<file path="src/rtl/delay_slot_arbiter.sv">
`default_nettype none
// ============================================================================
// Module      : delay_slot_arbiter
// Description : Round-robin arbiter that hands one shared timed hold window to
//               one of N requesters at a time. A grant ends on done[gnt_id],
//               on withdrawal of req[gnt_id], or when the hold counter reaches
//               HOLD-1. Consecutive grants are separated by GUARD_CYC idle
//               cycles.
// Ports       : clk      - clock, rising edge
//               rst      - asynchronous reset, active low
//               req      - level request per requester
//               done     - early release; only done[gnt_id] is looked at
//               gnt      - registered one-hot grant
//               gnt_id   - index of current / last grantee
//               busy     - high while in GRANT or GUARD
//               timeout  - one-cycle pulse after a grant ended by expiry
//               s_out    - state code for debug LEDs
// Revision    : 1.0 - initial release
// ============================================================================
module delay_slot_arbiter #(
    parameter int N         = 4,
    parameter int HOLD      = 2**20,
    parameter int GUARD_CYC = 2,
    parameter int DLY_W     = 21
) (
    input  logic                 clk,
    input  logic                 rst,
    input  logic [N-1:0]         req,
    input  logic [N-1:0]         done,
    output logic [N-1:0]         gnt,
    output logic [$clog2(N)-1:0] gnt_id,
    output logic                 busy,
    output logic                 timeout,
    output logic [1:0]           s_out
);

    localparam int IDW = $clog2(N);

    localparam logic [IDW:0]       c_n_wide    = (IDW+1)'(N);
    localparam logic [DLY_W-1:0]   c_hold_last = DLY_W'(HOLD - 1);
    localparam logic [DLY_W-1:0]   c_guard_last = DLY_W'(GUARD_CYC - 1);
    localparam logic [IDW-1:0]     c_one       = IDW'(1);

    typedef enum logic [1:0] {
        ST_IDLE  = 2'b00,
        ST_GRANT = 2'b01,
        ST_GUARD = 2'b10
    } state_t;

    state_t           r_state, w_state_nxt;
    logic [DLY_W-1:0] r_cnt, w_cnt_nxt;
    logic [IDW-1:0]   r_ptr, w_ptr_nxt;
    logic [N-1:0]     r_gnt, w_gnt_nxt;
    logic [IDW-1:0]   r_gnt_id, w_gnt_id_nxt;
    logic             r_timeout, w_timeout_nxt;

    logic [N-1:0]     w_rot;
    logic [IDW-1:0]   w_off;
    logic [IDW-1:0]   w_win;
    logic             w_any;
    logic             w_release;
    logic             w_expire;

    // (a + b) mod N for operands already below N.
    function automatic logic [IDW-1:0] mod_add(input logic [IDW-1:0] a,
                                               input logic [IDW-1:0] b);
        logic [IDW:0] s;
        s = {1'b0, a} + {1'b0, b};
        if (s >= c_n_wide) begin
            s = s - c_n_wide;
        end
        return s[IDW-1:0];
    endfunction

    // Rotate req so that bit 0 corresponds to the pointer position; the
    // lowest set bit of the rotated vector is the offset of the winner.
    always_comb begin
        w_rot = N'({req, req} >> r_ptr);
        w_off = '0;
        for (int k = N - 1; k >= 0; k--) begin
            if (w_rot[k]) begin
                w_off = IDW'(k);
            end
        end
        w_any = |req;
        w_win = mod_add(r_ptr, w_off);
    end

    assign w_release = done[r_gnt_id] | ~req[r_gnt_id];
    assign w_expire  = (r_cnt == c_hold_last);

    always_ff @(posedge clk or negedge rst) begin
        if (!rst) begin
            r_state   <= ST_IDLE;
            r_cnt     <= '0;
            r_ptr     <= '0;
            r_gnt     <= '0;
            r_gnt_id  <= '0;
            r_timeout <= 1'b0;
        end else begin
            r_state   <= w_state_nxt;
            r_cnt     <= w_cnt_nxt;
            r_ptr     <= w_ptr_nxt;
            r_gnt     <= w_gnt_nxt;
            r_gnt_id  <= w_gnt_id_nxt;
            r_timeout <= w_timeout_nxt;
        end
    end

    always_comb begin
        w_state_nxt   = r_state;
        w_cnt_nxt     = r_cnt;
        w_ptr_nxt     = r_ptr;
        w_gnt_nxt     = r_gnt;
        w_gnt_id_nxt  = r_gnt_id;
        w_timeout_nxt = 1'b0;

        case (r_state)
            ST_IDLE: begin
                if (w_any) begin
                    w_state_nxt         = ST_GRANT;
                    w_cnt_nxt           = '0;
                    w_gnt_nxt           = '0;
                    w_gnt_nxt[w_win]    = 1'b1;
                    w_gnt_id_nxt        = w_win;
                    w_ptr_nxt           = mod_add(w_win, c_one);
                end
            end

            ST_GRANT: begin
                if (w_release || w_expire) begin
                    w_state_nxt   = ST_GUARD;
                    w_cnt_nxt     = '0;
                    w_gnt_nxt     = '0;
                    // A release on the expiry edge wins: no timeout pulse.
                    w_timeout_nxt = w_expire & ~w_release;
                end else begin
                    w_cnt_nxt = r_cnt + 1'b1;
                end
            end

            ST_GUARD: begin
                if (r_cnt == c_guard_last) begin
                    w_cnt_nxt = '0;
                    if (w_any) begin
                        w_state_nxt      = ST_GRANT;
                        w_gnt_nxt        = '0;
                        w_gnt_nxt[w_win] = 1'b1;
                        w_gnt_id_nxt     = w_win;
                        w_ptr_nxt        = mod_add(w_win, c_one);
                    end else begin
                        w_state_nxt = ST_IDLE;
                    end
                end else begin
                    w_cnt_nxt = r_cnt + 1'b1;
                end
            end

            default: begin
                // Unused code 2'b11: fall back to IDLE on the next edge.
                w_state_nxt = ST_IDLE;
                w_cnt_nxt   = '0;
                w_gnt_nxt   = '0;
            end
        endcase
    end

    assign gnt     = r_gnt;
    assign gnt_id  = r_gnt_id;
    assign timeout = r_timeout;
    assign busy    = (r_state != ST_IDLE);
    assign s_out   = r_state;

endmodule
`default_nettype wire

</file>
<file path="config.mk">
export PLATFORM = sky130hd
export DESIGN_NAME = delay_slot_arbiter
export DESIGN_NICKNAME = d
export VERILOG_FILES = /design/src/rtl/delay_slot_arbiter.sv
export SDC_FILE = /design/constraint.sdc
export NUM_CORES = 1
export LEC_CHECK = 0
export ABC_AREA = 1
export CAP_MARGIN = 20
export CORE_UTILIZATION = 43
export CTS_CLUSTER_DIAMETER = 60
export DETAILED_ROUTE_END_ITERATION = 8
export PLACE_DENSITY_LB_ADDON = 0.25
export SYNTH_ARGS = -nofsm -noshare
export SYNTH_HDL_FRONTEND = slang
export SYNTH_SLANG_ARGS = --single-unit
</file>
<file path="constraint.sdc">
create_clock -name clk -period 2.18 [get_ports clk]
set_input_delay 0.436 -clock clk [delete_from_list [all_inputs] [get_ports clk]]
set_output_delay 0.436 -clock clk [all_outputs]
set_load 0.1 [all_outputs]
</file>
==> impl_results.md <==
* Run status: completed
* Static leakage at 1.36 nW
* Final weighted congestion of routability-driven global placement at 0.883
* First DRT Iteration DRCs at 181
* Part of the total power dissipated in the clock network at 0.136
* Number of setup violations in the final report at 0
* Gate power share at 0.610
* Worst reg2reg startpoint: r_ptr[0]
* # IOs at 20
* Total power of the final layout at 3.22 mW
* RSZ-0062 raised after global routing: false
* Number of H-tree levels at 2
* Number of distinct standard cells referenced by the synthesized netlist at 34
* Setup ws final at 0.167 ns
* Worst hold stages at 2
* Root buf cell: clkbuf_8
* Floorplan row count at 26
* Most common flop cell mapped by yosys: dfrtp_1
* Via count normalized by instance count at 4.89
* Placed cell count at 424
* Average wire length per cell after detail routing at 12.0 µm
* Proportion of power drawn by flip-flops and latches at 0.254
* Largest net degree at the start of global routing at 33
* Sw Ratio at 0.534
* Final Skew at 0.00678 ns
* Crit path largest cell delay at 0.45 ns
* Cell taking the most area after synthesis: dfrtp_1
* Number of remaining DRC errors at 0
* Design area at 2700 µm²
* Number of antenna violations at the first check in global routing at 0
* Beginning of the worst hold path: gnt[2]
* Antenna-violating nets left at 0
* Final core utilization at 0.526
* Clock latency reported for the late side of the worst-skew pair at 0.28 ns
* Count of fill cells added during filler insertion at 560
* Horiz. Die Dim at 75.2 µm
* Worst slew pin tran at 0.285 ns
* Synth Warn # at 0
* Required time of the worst setup path at 2.40 ns
* #FFs+latches synth at 32
* Crit path DAT at 2.23 ns
* Power density over cell area at 1190 nW/µm²
* PortBufs at 19
* Synthesized area per cell at 6.87 µm²
* Max rail drop VDD at 1.10 mV
* Buffering stage count on the worst path with inverters included at 3
* Number of max-cap violations at 0
* Antenna diodes at 0
* Die Area at 5650 µm²
* Cts-stage hold buffer count at 0
* Number of logic stages on the critical path including buffering at 14
* RR Endpoint: gnt[0]
* Internal power consumption at 1.50 mW
* Combined area of the multi-input logic cells at 1340 µm²
* Final instance count without filler cells at 432
* Number of buffers added by the clock tree synthesis step at 5
* Endpoint of the worst hold path: gnt[2]
* Estimated wirelength of the detail-placed design at 3810 µm
* Wire length of the first global-routing pass at 8910 µm
* Critical path type: in2reg
* Dpl cell area at 2610 µm²
* Leading post-synthesis cells by cell area: dfrtp_1 (35%), nand2_1 (19%), nand3_1 (7.0%)
* Worst Setup Start Kind: input port
* Pre-antenna DRT Iters at 4
* Crit path top cell by count: nand2_1
* Initial core utilization at 0.448
* Minimum clock period after layout at 2.01 ns
* Seq. cell area at 808 µm²
* Height of the die at 75.2 µm
* Final net count at 378
* Final Hold Vio Count at 0
* Core region area at 5140 µm²
* Hold Crit Class: reg2reg
* Mapped cell area at 2300 µm²
* Max transition margin at 0.810
* Maximum clock frequency at 497 MHz
* Maximum clock path buffer count at 2
* Clock Sinks at 32
* Total overflow reported by the global router at 0
* Share of final-layout standard cells stronger than drive strength 1 at 0.163
* Top delay family on crit path: simple AND/OR/NAND/NOR gates
* Psw at 1.72 mW
* Overall via count from detail_route at 2114
* Number of flops mapped to enable cells by yosys at 0
* Sequential fraction of the synthesis area at 0.348
* Largest driver fanout on the critical path at 4
* Slowest cell on the critical path: clkdlybuf4s50_1
* Async set-or-reset flop fraction in the synthesized netlist at 1.00
* Leading post-synthesis cells by instance count: nand2_1 (117), nor2_1 (41), dfrtp_1 (32), inv_1 (32), nand3_1 (32)
* Share of the synthesized area in the top cell type at 0.348
* Final-report max-slew violation count at 0
* Drt total wl at 5170 µm
* Global routing usage summed across all routing layers at 0.209
* Type of destination of the critical path: flop
* Setup slack on the worst flop-to-flop path at 0.19 ns
* Clock tree from TritonCTS: done
* Most numerous cell in the Yosys netlist: nand2_1
* Worst slack at placement at -0.150 ns
* Cell-by-cell listing of the critical path: clkdlybuf4s50_1 -> nand2_1 -> nand3_1 -> nand2_1 -> nand3_1 -> a21boi_1 -> ha_2 -> xor2_1 -> inv_1 -> nand3_1 -> nand2_2 -> inv_1 -> nand2_1 -> nand2_1
* Depth of the worst register-to-register path at 14
* Total nets after synthesis at 352
* Clock Pin Slew Worst Setup and Hold Paths at 0.06 ns
* Final total negative setup slack at 0 ns
* P&R area growth vs syn at 17.3%
* Hold slack final at 0.485 ns
* Fin crit share at 0.923
* Vias in the first global route at 1932
* Number of instances in the synthesized netlist at 335
timing repair:
item                                    CTS  global route
endpoints found under the setup margin    0             6
resized for setup                         0             5
buffers inserted                          0             0
endpoints found under the hold margin     0             0
cell type report:
cell class	instances	share of cell area
tap	70	0.0324
sequential	32	0.299
multi-input combinational	261	0.497
clock inverter	1	0.00185
inverter	36	0.0523
clock buffer	7	0.0283
timing repair buffer	25	0.0889
registers in the layout, summed over array words and instances, names as in the netlist:
register / count
r_ptr: 2
gnt_id: 2
r_cnt: 21
s_out: 2
gnt: 4
timeout: 1
cells in the final DEF, fill, tap and decap left out, types with 2 or more instances in the layout:
cell             count
xor2_1               7
nand4_1              2
buf_4               14
a21oi_1              6
nand3_2              2
o21ai_1              4
inv_2                6
nand3_1             32
clkdlybuf4s50_1      7
dfrtp_1             30
ha_1                 5
nor3_2               2
nor3_1               2
nand2_2              6
buf_12               2
nand3b_1             6
nor2_4               4
dlymetal6s2s_1       2
clkbuf_1             2
nand2_1            116
nand2_4              3
o21ai_0              8
nor2_1              40
dfrtp_4              2
clkbuf_8             5
inv_1               28
nor2_2               4
power groups by stage:
stage          clock (mW)  sequential, mW  combinational (mW)
2_1_floorplan           0            1.16                1.18
3_3_place_gp            0           0.823                1.90
3_5_place_dp            0           0.826                1.93
4_1_cts             0.457           0.814                1.94
5_1_grt             0.475           0.831                2.16
6_report            0.438           0.817                1.96
layer usage:
layer / routed length [µm] / up-vias / global-route usage
met5: 0 / - / 0
met4: 48 / 0 / 0.0576
met3: 200 / 5 / 0.0442
met2: 2410 / 32 / 0.315
met1: 2510 / 974 / 0.304
li1: - / 1103 / -
cells by family after synthesis:
family / Yosys count / synth area share
buffers and inverters: 42 / 0.0799
adders and majority gates: 7 / 0.0380
and+or+nand+nor: 222 / 0.445
xor gates and xnor gates: 8 / 0.0304
AOI/OAI and AO/OA: 24 / 0.0587
DFF: 32 / 0.348
worst min-delay path, stage by stage, from the launching register on:
cell and delay (ns):
dfrtp_1 0.35, nand2_1 0.05, nand2_1 0.05
how the worst max path moves through the flow:
stage / startpoint / endpoint
6_report: req[0] / gnt[0]
5_1_grt: r_ptr[0] / gnt[0]
4_1_cts: req[1] / gnt[0]
3_5_place_dp: req[2] / gnt[0]
3_3_place_gp: req[1] / gnt[1]
2_1_floorplan: s_out[1] / r_cnt[10]
(Power assumes the default switching activity.)
